File: config.mk
export PLATFORM = sky130hd
export DESIGN_NAME = spi_adc_rx
export DESIGN_NICKNAME = d
export VERILOG_FILES = /design/src/rtl/spi_io_pkg.sv /design/src/rtl/spi_sck_gen.sv /design/src/rtl/spi_adc_rx.sv
export SDC_FILE = /design/constraint.sdc
export NUM_CORES = 1
export LEC_CHECK = 0
export BUFFER_PORTS_ARGS = -buffer_cell sky130_fd_sc_hd__buf_2
export CORE_UTILIZATION = 45
export DETAILED_ROUTE_END_ITERATION = 7
export PLACE_DENSITY = 0.61
export SYNTH_ARGS = -nofsm -noshare
export SYNTH_HDL_FRONTEND = slang
export SYNTH_HIERARCHICAL = 1
export SYNTH_SLANG_ARGS = --single-unit
File: constraint.sdc
create_clock -name clk -period 5.5 [get_ports clk]
set_input_delay 0.825 -clock clk [delete_from_list [all_inputs] [get_ports clk]]
set_output_delay 0.825 -clock clk [all_outputs]
set_load 0.1 [all_outputs]
File: src/rtl/spi_io_pkg.sv
// Shared definitions for the starter-kit analog SPI bus: FSM encoding,
// frame geometry and the bit-index type used by the SCK generator.
package spi_io_pkg;

    typedef enum logic [2:0] {
        ST_IDLE      = 3'd0,
        ST_AMP_SHIFT = 3'd1,
        ST_AMP_GAP   = 3'd2,
        ST_CONV      = 3'd3,
        ST_ADC_SHIFT = 3'd4,
        ST_DONE      = 3'd5
    } state_t;

    localparam int ADC_BITS = 34;
    localparam int AMP_BITS = 8;
    localparam int A_FIRST  = 2;
    localparam int B_FIRST  = 18;
    localparam int SAMPLE_W = 14;

    localparam int BIT_IDX_W = 6;
    typedef logic [BIT_IDX_W-1:0] bit_idx_t;

    localparam bit_idx_t ADC_LAST_IDX = bit_idx_t'(ADC_BITS - 1);
    localparam bit_idx_t AMP_LAST_IDX = bit_idx_t'(AMP_BITS - 1);

    // True when SCK period idx carries one of the SAMPLE_W bits starting at first.
    function automatic logic in_window(input bit_idx_t idx, input int first);
        return (int'(idx) >= first) && (int'(idx) < first + SAMPLE_W);
    endfunction

endpackage

File: src/rtl/spi_sck_gen.sv
// SCK generator: CLK_DIV-cycle half periods (low phase first), rise/fall
// strobes one cycle ahead of the sck edge, and a period counter with terminal flag.
module spi_sck_gen
    import spi_io_pkg::*;
#(
    parameter int CLK_DIV = 4
)
(
    input  logic     clk,
    input  logic     reset,
    input  logic     i_en,
    input  bit_idx_t i_last_idx,
    output logic     o_sck,
    output logic     o_rise,
    output logic     o_fall,
    output bit_idx_t o_bit_idx,
    output logic     o_last
);

    localparam int DIV_W = (CLK_DIV > 1) ? $clog2(CLK_DIV) : 1;
    localparam logic [DIV_W-1:0] DIV_LAST = DIV_W'(CLK_DIV - 1);

    logic [DIV_W-1:0] r_div_cnt;
    logic             r_sck;
    bit_idx_t         r_bit_idx;
    logic             w_tick;

    assign w_tick = i_en && (r_div_cnt == DIV_LAST);

    // Dropping i_en parks the generator so every train starts on a fresh low phase.
    always_ff @(posedge clk or posedge reset) begin
        if (reset) begin
            r_div_cnt <= '0;
            r_sck     <= 1'b0;
            r_bit_idx <= '0;
        end else if (!i_en) begin
            r_div_cnt <= '0;
            r_sck     <= 1'b0;
            r_bit_idx <= '0;
        end else if (w_tick) begin
            r_div_cnt <= '0;
            r_sck     <= ~r_sck;
            if (r_sck) begin
                r_bit_idx <= r_bit_idx + bit_idx_t'(1);
            end
        end else begin
            r_div_cnt <= r_div_cnt + DIV_W'(1);
        end
    end

    assign o_sck     = r_sck;
    assign o_rise    = w_tick && !r_sck;
    assign o_fall    = w_tick && r_sck;
    assign o_bit_idx = r_bit_idx;
    assign o_last    = (r_bit_idx == i_last_idx);

endmodule

File: src/rtl/spi_adc_rx.sv
// LTC6912 gain write + LTC1407A-1 dual-channel capture. The FSM runs one
// cycle ahead of the pins: every output is a register of the decoded state.
module spi_adc_rx
    import spi_io_pkg::*;
#(
    parameter int CLK_DIV  = 4,
    parameter int CONV_CYC = 2
)
(
    input  logic                clk,
    input  logic                reset,
    input  logic                start,
    input  logic [AMP_BITS-1:0] amp_in,
    input  logic                spi_sdi,
    output logic                spi_sck,
    output logic                spi_sdo,
    output logic                spi_amp_cs,
    output logic                spi_adc_conv,
    output logic                busy,
    output logic [SAMPLE_W-1:0] adc_a_out,
    output logic [SAMPLE_W-1:0] adc_b_out,
    output logic                adc_valid,
    output state_t              dbg_state
);

    localparam int GAP_CYC  = 2 * CLK_DIV;
    localparam int WAIT_MAX = (GAP_CYC > CONV_CYC) ? GAP_CYC : CONV_CYC;
    localparam int WAIT_W   = $clog2(WAIT_MAX);
    localparam logic [WAIT_W-1:0] GAP_LAST  = WAIT_W'(GAP_CYC - 1);
    localparam logic [WAIT_W-1:0] CONV_LAST = WAIT_W'(CONV_CYC - 1);

    state_t              r_state, w_next_state;
    logic [WAIT_W-1:0]   r_wait_cnt;
    logic [AMP_BITS-1:0] r_gain, r_amp_sh;
    logic                r_amp_pending;
    logic [SAMPLE_W-1:0] r_sh_a, r_sh_b, r_adc_a, r_adc_b;
    logic                r_cap;
    bit_idx_t            r_cap_idx;
    logic                r_sck, r_sdo, r_amp_cs, r_conv, r_busy, r_valid;

    logic     w_gen_en, w_gen_sck, w_rise, w_fall, w_last, w_shift_done, w_amp_entry;
    bit_idx_t w_bit_idx, w_last_idx;
    logic     w_sck_d, w_sdo_d, w_cs_d, w_conv_d, w_busy_d, w_valid_d;

    assign w_gen_en     = (r_state == ST_AMP_SHIFT) || (r_state == ST_ADC_SHIFT);
    assign w_last_idx   = (r_state == ST_ADC_SHIFT) ? ADC_LAST_IDX : AMP_LAST_IDX;
    assign w_shift_done = w_fall && w_last;
    assign w_amp_entry  = (r_state == ST_IDLE) && (w_next_state == ST_AMP_SHIFT);

    spi_sck_gen #(.CLK_DIV(CLK_DIV)) u_sck_gen (
        .clk        (clk),
        .reset      (reset),
        .i_en       (w_gen_en),
        .i_last_idx (w_last_idx),
        .o_sck      (w_gen_sck),
        .o_rise     (w_rise),
        .o_fall     (w_fall),
        .o_bit_idx  (w_bit_idx),
        .o_last     (w_last)
    );

    always_ff @(posedge clk or posedge reset) begin
        if (reset) begin
            r_state <= ST_IDLE;
        end else begin
            r_state <= w_next_state;
        end
    end

    // start is a single-cycle request with no ready: it is taken only when the
    // FSM sits in IDLE and is silently dropped in every other state.
    always_comb begin
        w_next_state = r_state;
        unique case (r_state)
            ST_IDLE:      if (start) w_next_state = r_amp_pending ? ST_AMP_SHIFT : ST_CONV;
            ST_AMP_SHIFT: if (w_shift_done) w_next_state = ST_AMP_GAP;
            ST_AMP_GAP:   if (r_wait_cnt == GAP_LAST) w_next_state = ST_CONV;
            ST_CONV:      if (r_wait_cnt == CONV_LAST) w_next_state = ST_ADC_SHIFT;
            ST_ADC_SHIFT: if (w_shift_done) w_next_state = ST_DONE;
            ST_DONE:      w_next_state = ST_IDLE;
            default:      w_next_state = ST_IDLE;
        endcase
    end

    always_comb begin
        w_sck_d   = 1'b0;
        w_sdo_d   = 1'b0;
        w_cs_d    = 1'b1;
        w_conv_d  = 1'b0;
        w_busy_d  = 1'b1;
        w_valid_d = 1'b0;
        unique case (r_state)
            ST_IDLE:      w_busy_d = 1'b0;
            ST_AMP_SHIFT: begin
                w_sck_d = w_gen_sck;
                w_sdo_d = r_amp_sh[AMP_BITS-1];
                w_cs_d  = 1'b0;
            end
            ST_AMP_GAP:   w_busy_d = 1'b1;
            ST_CONV:      w_conv_d = 1'b1;
            ST_ADC_SHIFT: w_sck_d = w_gen_sck;
            ST_DONE: begin
                w_busy_d  = 1'b0;
                w_valid_d = 1'b1;
            end
            default:      w_busy_d = 1'b0;
        endcase
    end

    always_ff @(posedge clk or posedge reset) begin
        if (reset) begin
            r_wait_cnt <= '0;
        end else if (r_state != w_next_state) begin
            r_wait_cnt <= '0;
        end else if ((r_state == ST_AMP_GAP) || (r_state == ST_CONV)) begin
            r_wait_cnt <= r_wait_cnt + WAIT_W'(1);
        end
    end

    // The word in flight is frozen at entry; later amp_in changes only re-arm pending.
    always_ff @(posedge clk or posedge reset) begin
        if (reset) begin
            r_gain        <= '0;
            r_amp_sh      <= '0;
            r_amp_pending <= 1'b1;
        end else if (w_amp_entry) begin
            r_gain        <= amp_in;
            r_amp_sh      <= amp_in;
            r_amp_pending <= 1'b0;
        end else begin
            if (amp_in != r_gain) begin
                r_amp_pending <= 1'b1;
            end
            if ((r_state == ST_AMP_SHIFT) && w_fall) begin
                r_amp_sh <= {r_amp_sh[AMP_BITS-2:0], 1'b0};
            end
        end
    end

    // r_cap lines up with the cycle in which the spi_sck pin itself goes high.
    always_ff @(posedge clk or posedge reset) begin
        if (reset) begin
            r_cap     <= 1'b0;
            r_cap_idx <= '0;
            r_sh_a    <= '0;
            r_sh_b    <= '0;
        end else begin
            r_cap     <= w_rise && (r_state == ST_ADC_SHIFT);
            r_cap_idx <= w_bit_idx;
            if (r_cap && in_window(r_cap_idx, A_FIRST)) begin
                r_sh_a <= {r_sh_a[SAMPLE_W-2:0], spi_sdi};
            end
            if (r_cap && in_window(r_cap_idx, B_FIRST)) begin
                r_sh_b <= {r_sh_b[SAMPLE_W-2:0], spi_sdi};
            end
        end
    end

    always_ff @(posedge clk or posedge reset) begin
        if (reset) begin
            r_sck    <= 1'b0;
            r_sdo    <= 1'b0;
            r_amp_cs <= 1'b1;
            r_conv   <= 1'b0;
            r_busy   <= 1'b0;
            r_valid  <= 1'b0;
            r_adc_a  <= '0;
            r_adc_b  <= '0;
        end else begin
            r_sck    <= w_sck_d;
            r_sdo    <= w_sdo_d;
            r_amp_cs <= w_cs_d;
            r_conv   <= w_conv_d;
            r_busy   <= w_busy_d;
            r_valid  <= w_valid_d;
            if (r_state == ST_DONE) begin
                r_adc_a <= r_sh_a;
                r_adc_b <= r_sh_b;
            end
        end
    end

    assign spi_sck      = r_sck;
    assign spi_sdo      = r_sdo;
    assign spi_amp_cs   = r_amp_cs;
    assign spi_adc_conv = r_conv;
    assign busy         = r_busy;
    assign adc_valid    = r_valid;
    assign adc_a_out    = r_adc_a;
    assign adc_b_out    = r_adc_b;
    assign dbg_state    = r_state;

endmodule

==> Yosys cells after proc, flatten, opt, wreduce, memory -nomap -nowiden <==
Index checks and enable logic that the tools add are counted.
{ "op_classes": {"n_eq_ne": 14, "n_lt_le_gt_ge": 4, "mux": 27, "n_addsub": 3, "bitwise": 1, "n_reduce_logical": 21} }
{ "ops": {"columns": ["operator", "count"], "rows": [
  ["2-to-1 mux 6 bit", 4],
  ["2-to-1 mux 3 bit", 7],
  ["2-to-1 mux 8 bit", 2],
  ["case mux 3 bit (5 select lines)", 1],
  ["logical AND 1 bit", 11],
  ["2-to-1 mux 1 bit", 10],
  ["== test 3 x 1 -> 1 bit (second input constant)", 3],
  ["== test 3 bit (second input constant)", 3],
  ["!= test 8 bit", 1],
  ["adder 6 x 1 -> 6 bit (second input constant)", 1],
  ["== test 3 x 2 -> 1 bit (second input constant)", 2],
  ["== test 6 bit", 1],
  ["greater-or-equal comparator 6 x 2 -> 1 bit (second input constant)", 1],
  ["greater-or-equal comparator 6 x 5 -> 1 bit (second input constant)", 1],
  ["less-than comparator 6 x 5 -> 1 bit (second input constant)", 1],
  ["less-than comparator 6 bit (second input constant)", 1],
  ["2-to-1 mux 2 bit", 3],
  ["nonzero test 2 bit", 3],
  ["!= test 2 bit (second input constant)", 2],
  ["OR reduction 4 bit", 1],
  ["adder 3 x 1 -> 3 bit (second input constant)", 1],
  ["zero test 3 bit", 1],
  ["!= test 3 bit", 1],
  ["adder 2 x 1 -> 2 bit (second input constant)", 1],
  ["other kinds (6)", 7]
]} }
{ "totals": {"input_bits": 12, "word_cells": 90, "ff_bits": 101} }

==> Depth between registers and ports, before layout <==
{ "depth": {"ltp_word": 10, "depth_mapped": 12} }

==> Modules after synthesis <==
Netlist, hierarchy kept.
{ "by_module_without_submodules": {"columns": ["module", "area_per_inst_um2", "instances", "cells_per_inst"], "rows": [
  ["spi_adc_rx", 3799.9, 1, 343],
  ["spi_sck_gen", 540.5, 1, 53]
]} }

==> Worst setup path before layout <==
OpenSTA, ideal clock, no wires.
{ "synth_timing": {"path_type": "reg2reg", "start": "reg r_state[0], in the netlist dbg_state[0]", "end": "reg r_amp_sh[1]", "required_time_ns": 5.363, "path_stages_with_launch": 13, "n_path_buf": 2, "path_slack_ns": 2.304, "synth_period_minus_slack_ns": 3.196, "setup_time_ns": 0.137, "arrival_ns": 3.058, "path_cell_list": "dfrtp_1 -> clkbuf_1 -> nor2_1 -> nand2_1 -> inv_1 -> xnor2_1 -> nand4_1 -> nor3_1 -> nand4b_2 -> a21oi_2 -> o211a_4 -> buf_6 -> o211ai_2"} }
{ "synth_lines": {"columns": ["item", "line_no", "rtl"], "rows": [
  ["start: declaration", "spi_adc_rx.sv:32", "state_t r_state, w_next_state;"],
  ["start signal: assignment", "spi_adc_rx.sv:66", "r_state <= w_next_state;"],
  ["== test 3 bit *", "spi_adc_rx.sv:46", "assign w_last_idx = (r_state == ST_ADC_SHIFT) ? ADC_LAST_IDX : AMP_LAST_IDX;"],
  ["2-to-1 mux 6 bit *", "spi_adc_rx.sv:46", null],
  ["named net w_last_idx[1]", "spi_adc_rx.sv:42", "bit_idx_t w_bit_idx, w_last_idx;"],
  ["== test 6 bit *", "spi_sck_gen.sv:55", "assign o_last = (r_bit_idx == i_last_idx);"],
  ["named net w_last", "spi_adc_rx.sv:41", "logic w_gen_en, w_gen_sck, w_rise, w_fall, w_last, w_shift_done, w_amp_entry;"],
  ["logical AND 1 bit *", "spi_adc_rx.sv:47", "assign w_shift_done = w_fall && w_last;"],
  ["2-to-1 mux 3 bit (on tied branches)", "spi_adc_rx.sv:79, spi_adc_rx.sv:76", null],
  ["case mux 3 bit (5 select lines) *", "spi_adc_rx.sv:74", "unique case (r_state)"],
  ["== test 3 x 1 -> 1 bit *", "spi_adc_rx.sv:48", "assign w_amp_entry = (r_state == ST_IDLE) && (w_next_state == ST_AMP_SHIFT);"],
  ["logical AND 1 bit *", "spi_adc_rx.sv:48", null],
  ["2-to-1 mux 8 bit or nonzero test 2 bit (tied branches)", null, null],
  ["end signal: assignment", "spi_adc_rx.sv:128", "r_amp_sh <= amp_in;"],
  ["end signal: assignment", "spi_adc_rx.sv:135", "r_amp_sh <= {r_amp_sh[AMP_BITS-2:0], 1'b0};"],
  ["end: declaration", "spi_adc_rx.sv:34", "logic [AMP_BITS-1:0] r_gain, r_amp_sh;"]
]} }
Mark *: on every way through the listed nets, which the timed path passes. The rest lies on a longest branch.
A chain may end at the register's enable or synchronous reset.

==> Final worst setup path <==
{ "layout_timing": {"start": "reg r_state[0], in the netlist dbg_state[0]", "end": "reg r_gain[0]"} }
{ "layout_lines": {"columns": ["item", "line_no", "rtl"], "rows": [
  ["== test 3 bit *", "spi_adc_rx.sv:46", null],
  ["2-to-1 mux 6 bit *", "spi_adc_rx.sv:46", null],
  ["named net w_last_idx[1]", "spi_adc_rx.sv:42", null],
  ["== test 6 bit *", "spi_sck_gen.sv:55", null],
  ["named net w_last", "spi_adc_rx.sv:41", null],
  ["logical AND 1 bit *", "spi_adc_rx.sv:47", null],
  ["2-to-1 mux 3 bit (on tied branches)", "spi_adc_rx.sv:79, spi_adc_rx.sv:76", null],
  ["case mux 3 bit (5 select lines) *", "spi_adc_rx.sv:74", null],
  ["== test 3 x 1 -> 1 bit *", "spi_adc_rx.sv:48", null],
  ["logical AND 1 bit *", "spi_adc_rx.sv:48", null],
  ["end signal: assignment", "spi_adc_rx.sv:127", "r_gain <= amp_in;"],
  ["end: declaration", "spi_adc_rx.sv:34", null]
]} }
Marked as above.

==> flow_metrics.env <==
export IMPL_final_report_hold_violation_count=0
export IMPL_layout_drive_gt1_share_pct=24.94
export IMPL_timing_hold_worst_class="in -> async"
export IMPL_crit_path_capture_type="register"
export IMPL_gp_congestion=0.8322
export IMPL_synth_warnings=6
export IMPL_synthDistinctLibCells=47
export IMPL_clk_pin_slew_worst_paths_ns=0.10
export IMPL_timing_hold_ws_ns=0.4344
export IMPL_vias=2817
export IMPL_number_of_synthesized_flops_with_an_enable_pin=0
export IMPL_worst_slew_pin_transition_ns=1.322
export IMPL_post_synth_inst_count=396
export IMPL_clkLatencyLatePin_ns=0.36
export IMPL_ant_nets=0
export IMPL_wire_per_inst_um=13.76
export IMPL_layout_min_cycle_time_ns=3.006
export IMPL_place_hpwl_um=5195
export IMPL_postSynth_asyncResetShare_pct=100.0
export IMPL_placement_setup_worst_slack_ns=2.537
export IMPL_nNetsFinal=457
export IMPL_first_pass_iters=4
export IMPL_largest_driver_fanout_on_the_critical_path=17
export IMPL_number_of_gates_given_a_new_drive_strength_after_cts=0
export IMPL_via_count_of_the_first_global_routing_pass=2866
export IMPL_final_max_slew_viol_count=0
export IMPL_postRouteWirelength_um=7901
export IMPL_die_width_um=100.2
export IMPL_start_util_pct=46.75
export IMPL_vias_per_cell=4.908
export IMPL_synth_area_um2=4340
export IMPL_grt_setup_unrepaired="no"
export IMPL_num_io_pins=49
export IMPL_power_ir_vdd_worst_uv=146.8
export IMPL_fillers=879
export IMPL_cts_tree="done"
export IMPL_h_tree_depth=3
export IMPL_yosys_most_used_dff="dfrtp_1"
export IMPL_final_cell_area_um2=4847
export IMPL_cap_viol_max_count=0
export IMPL_numCtsBuffers=9
export IMPL_rr_worst_depth=10
export IMPL_clock_sink_count=100
export IMPL_global_route_wire_length_before_repair_um=13730
export IMPL_status="completed"
export IMPL_fin_util_pct=52.21
export IMPL_finalClockSkew_ns=0.01036
export IMPL_power_density_nw_per_um2=249.0
export IMPL_synthToLayoutAreaGrowth_pct=11.67
export IMPL_grt_antenna_before_repair=0
export IMPL_track_usage_pct=17.36
export IMPL_final_setup_viol_count=0
export IMPL_tns_ns=0
export IMPL_detailedRoute_firstIterationViolations=103
export IMPL_remaining_drc_errors=0
export IMPL_synth_seq_cells=100
export IMPL_placement_stage_cell_area_um2=4658
export IMPL_number_of_buffers_on_the_longest_clock_path=2
export IMPL_worstSetupPathType="reg -> reg"
export IMPL_post_cts_setup_buffers=0
export IMPL_max_slew_margin_rel_pct=11.17
export IMPL_clock_fmax_ghz=0.3327
export IMPL_worst_ep_required_ns=5.76
export IMPL_grt_max_degree=51
export IMPL_synth_sequential_area_ratio_pct=57.71
export IMPL_total_leakage_power_nw=2.559
export IMPL_core_area_um2=9284
export IMPL_worst_slack_ns=2.494
export IMPL_clk_root_buffer_cell="clkbuf_8"
export IMPL_period_share_pct=54.66
export IMPL_antenna_diode_count=0
export IMPL_io_buffer_count=48
export IMPL_std_cell_rows=35
export IMPL_die_boundary_height_um=100.2
export IMPL_synth_area_per_cell_um2=10.96
export IMPL_startpoint_type="register"
export IMPL_floorplan_die_area_um2=10040
export IMPL_grt_overflow_total=0
export IMPL_crit_arrival_ns=3.26
export IMPL_post_cts_hold_buffer_count=0
[cells by family (layout without fill, tap and decap cells)]
family                     Yosys count  count (layout)  share of synthesized area, %
and+or+nand+nor                    168             168                         17.93
DFF                                100             100                         57.71
AOI/OAI and AO/OA                   34              34                         6.111
muxes                               34              34                         8.792
buffers and inverters               34              82                         4.007
xor gates and xnor gates            19              19                         3.834
adders and majority gates            5               5                         1.441
other                                2               3                        0.1730
[worst max-delay path, stage by stage, from the launching register on]
cell and delay (ns):
dfrtp_1 0.56, nor2_1 0.31, nand2_1 0.16, inv_1 0.13, xnor2_1 0.13, nand4_1 0.10
nor3_1 0.33, nand4b_2 0.19, a21oi_2 0.44, o211ai_2 0.18, mux2_4 0.37
[power breakdown]
part / switching (mW) / total, mW / leakage (nW) / internal (mW)
Sequential: 0.00144 / 0.738 / 1.26 / 0.737
Combinational: 0.0208 / 0.0287 / 1.21 / 0.00789
Clock: 0.266 / 0.440 / 0.0913 / 0.174
Total: 0.289 / 1.21 / 2.56 / 0.919
[stage by stage]
stage	total power, mW	instances
final	1.207	574
after global routing	1.259	574
after CTS	1.227	574
after detailed placement	0.7827	558
after global placement	0.7819	558
after floorplan	0.7700	397
[synth_stat cells (3+ instances only)]
| cell type | number | share of area, % |
|---|---|---|
| o21ai_0 | 8 | 0.92 |
| dfrtp_1 | 98 | 57 |
| mux2i_1 | 4 | 0.92 |
| nor2_1 | 10 | 0.86 |
| buf_6 | 4 | 1.0 |
| ha_1 | 5 | 1.4 |
| mux2_2 | 28 | 7.3 |
| buf_2 | 7 | 0.81 |
| clkbuf_1 | 6 | 0.52 |
| o211ai_1 | 6 | 1.0 |
| nand3_1 | 6 | 0.69 |
| and2_1 | 5 | 0.72 |
| nand3b_1 | 3 | 0.52 |
| o211ai_2 | 3 | 0.86 |
| xnor2_1 | 12 | 2.4 |
| xor2_1 | 7 | 1.4 |
| inv_1 | 15 | 1.3 |
| nand2b_1 | 4 | 0.58 |
| o21ai_1 | 7 | 0.81 |
| and3_1 | 11 | 1.6 |
| nor3_1 | 4 | 0.46 |
| nand2_1 | 109 | 9.4 |
[state kept, by name (all words and copies together) (netlist names)]
signal               count
r_gain                   8
u_sck_gen/o_sck          1
spi_sdo                  1
adc_a_out               14
adc_valid                1
adc_b_out               14
u_sck_gen/r_div_cnt      2
dbg_state                3
r_sh_b                  14
busy                     1
r_cap_idx                5
u_sck_gen/o_bit_idx      6
r_cap                    1
r_sh_a                  14
r_amp_pending            1
spi_adc_conv             1
spi_amp_cs               1
r_wait_cnt               3
r_amp_sh                 8
spi_sck                  1
[final cells by class]
cell class	count	area, um^2	share of cell area, %
clock buffers	10	127.6	2.633
clock inverters	6	61.31	1.265
inverters	15	57.56	1.187
multi-input cells	263	1672	34.49
flip-flops and latches	100	2505	51.68
well taps	129	161.4	3.330
repair buffers	51	262.8	5.421
[per-layer routing]
metal | GRT usage (%) | vias to the layer above | wire length [um] | share of wire, %
met5 | 0 | - | 0 | 0
met4 | 5.017 | 0 | 59 | 0.75
met3 | 4.457 | 5 | 311 | 3.9
met2 | 27.61 | 52 | 3800 | 48
met1 | 23.53 | 1370 | 3730 | 47
li1 | - | 1390 | - | -
[placed cells by master (no fill, tap or decap), types with 2 or more instances in the layout]
master	netlist	routed
a21o_1	2	2
and2_1	5	5
and3_1	11	11
and3_2	2	2
buf_2	7	48
buf_4	2	3
clkbuf_8	0	9
clkinv_4	0	3
conb_1	2	3
dfrtp_1	98	98
dfstp_2	2	2
ha_1	5	5
inv_1	15	14
mux2_2	28	28
mux2i_1	4	4
nand2_1	109	109
nand2b_1	4	4
nand3_1	6	6
nand3b_1	3	3
nand4_1	2	2
nand4b_1	2	2
nor2_1	10	10
nor2b_1	2	2
nor3_1	4	4
o211ai_1	6	6
o211ai_2	3	3
o21ai_0	8	8
o21ai_1	7	7
or3_1	2	2
xnor2_1	12	12
xor2_1	7	7
[worst paths after layout]
path,end,slack [ns],start
worst min-delay path,u_sck_gen/r_div_cnt[1]$_DFF_PP0_,0.43,reset
min in group clk,u_sck_gen/r_div_cnt[0]$_DFF_PP0_,0.45,u_sck_gen/r_div_cnt[0]$_DFF_PP0_
worst max-delay path,r_gain[0]$_DFFE_PP0P_,2.49,dbg_state[0]$_DFF_PP0_
worst max register to register,r_gain[0]$_DFFE_PP0P_,2.49,dbg_state[0]$_DFF_PP0_
max in group asynchronous,r_cap$_DFF_PP0_,3.83,reset
worst min register to register,u_sck_gen/r_div_cnt[0]$_DFF_PP0_,0.45,u_sck_gen/r_div_cnt[0]$_DFF_PP0_
Note: power is estimated with default switching activity, not from simulation.
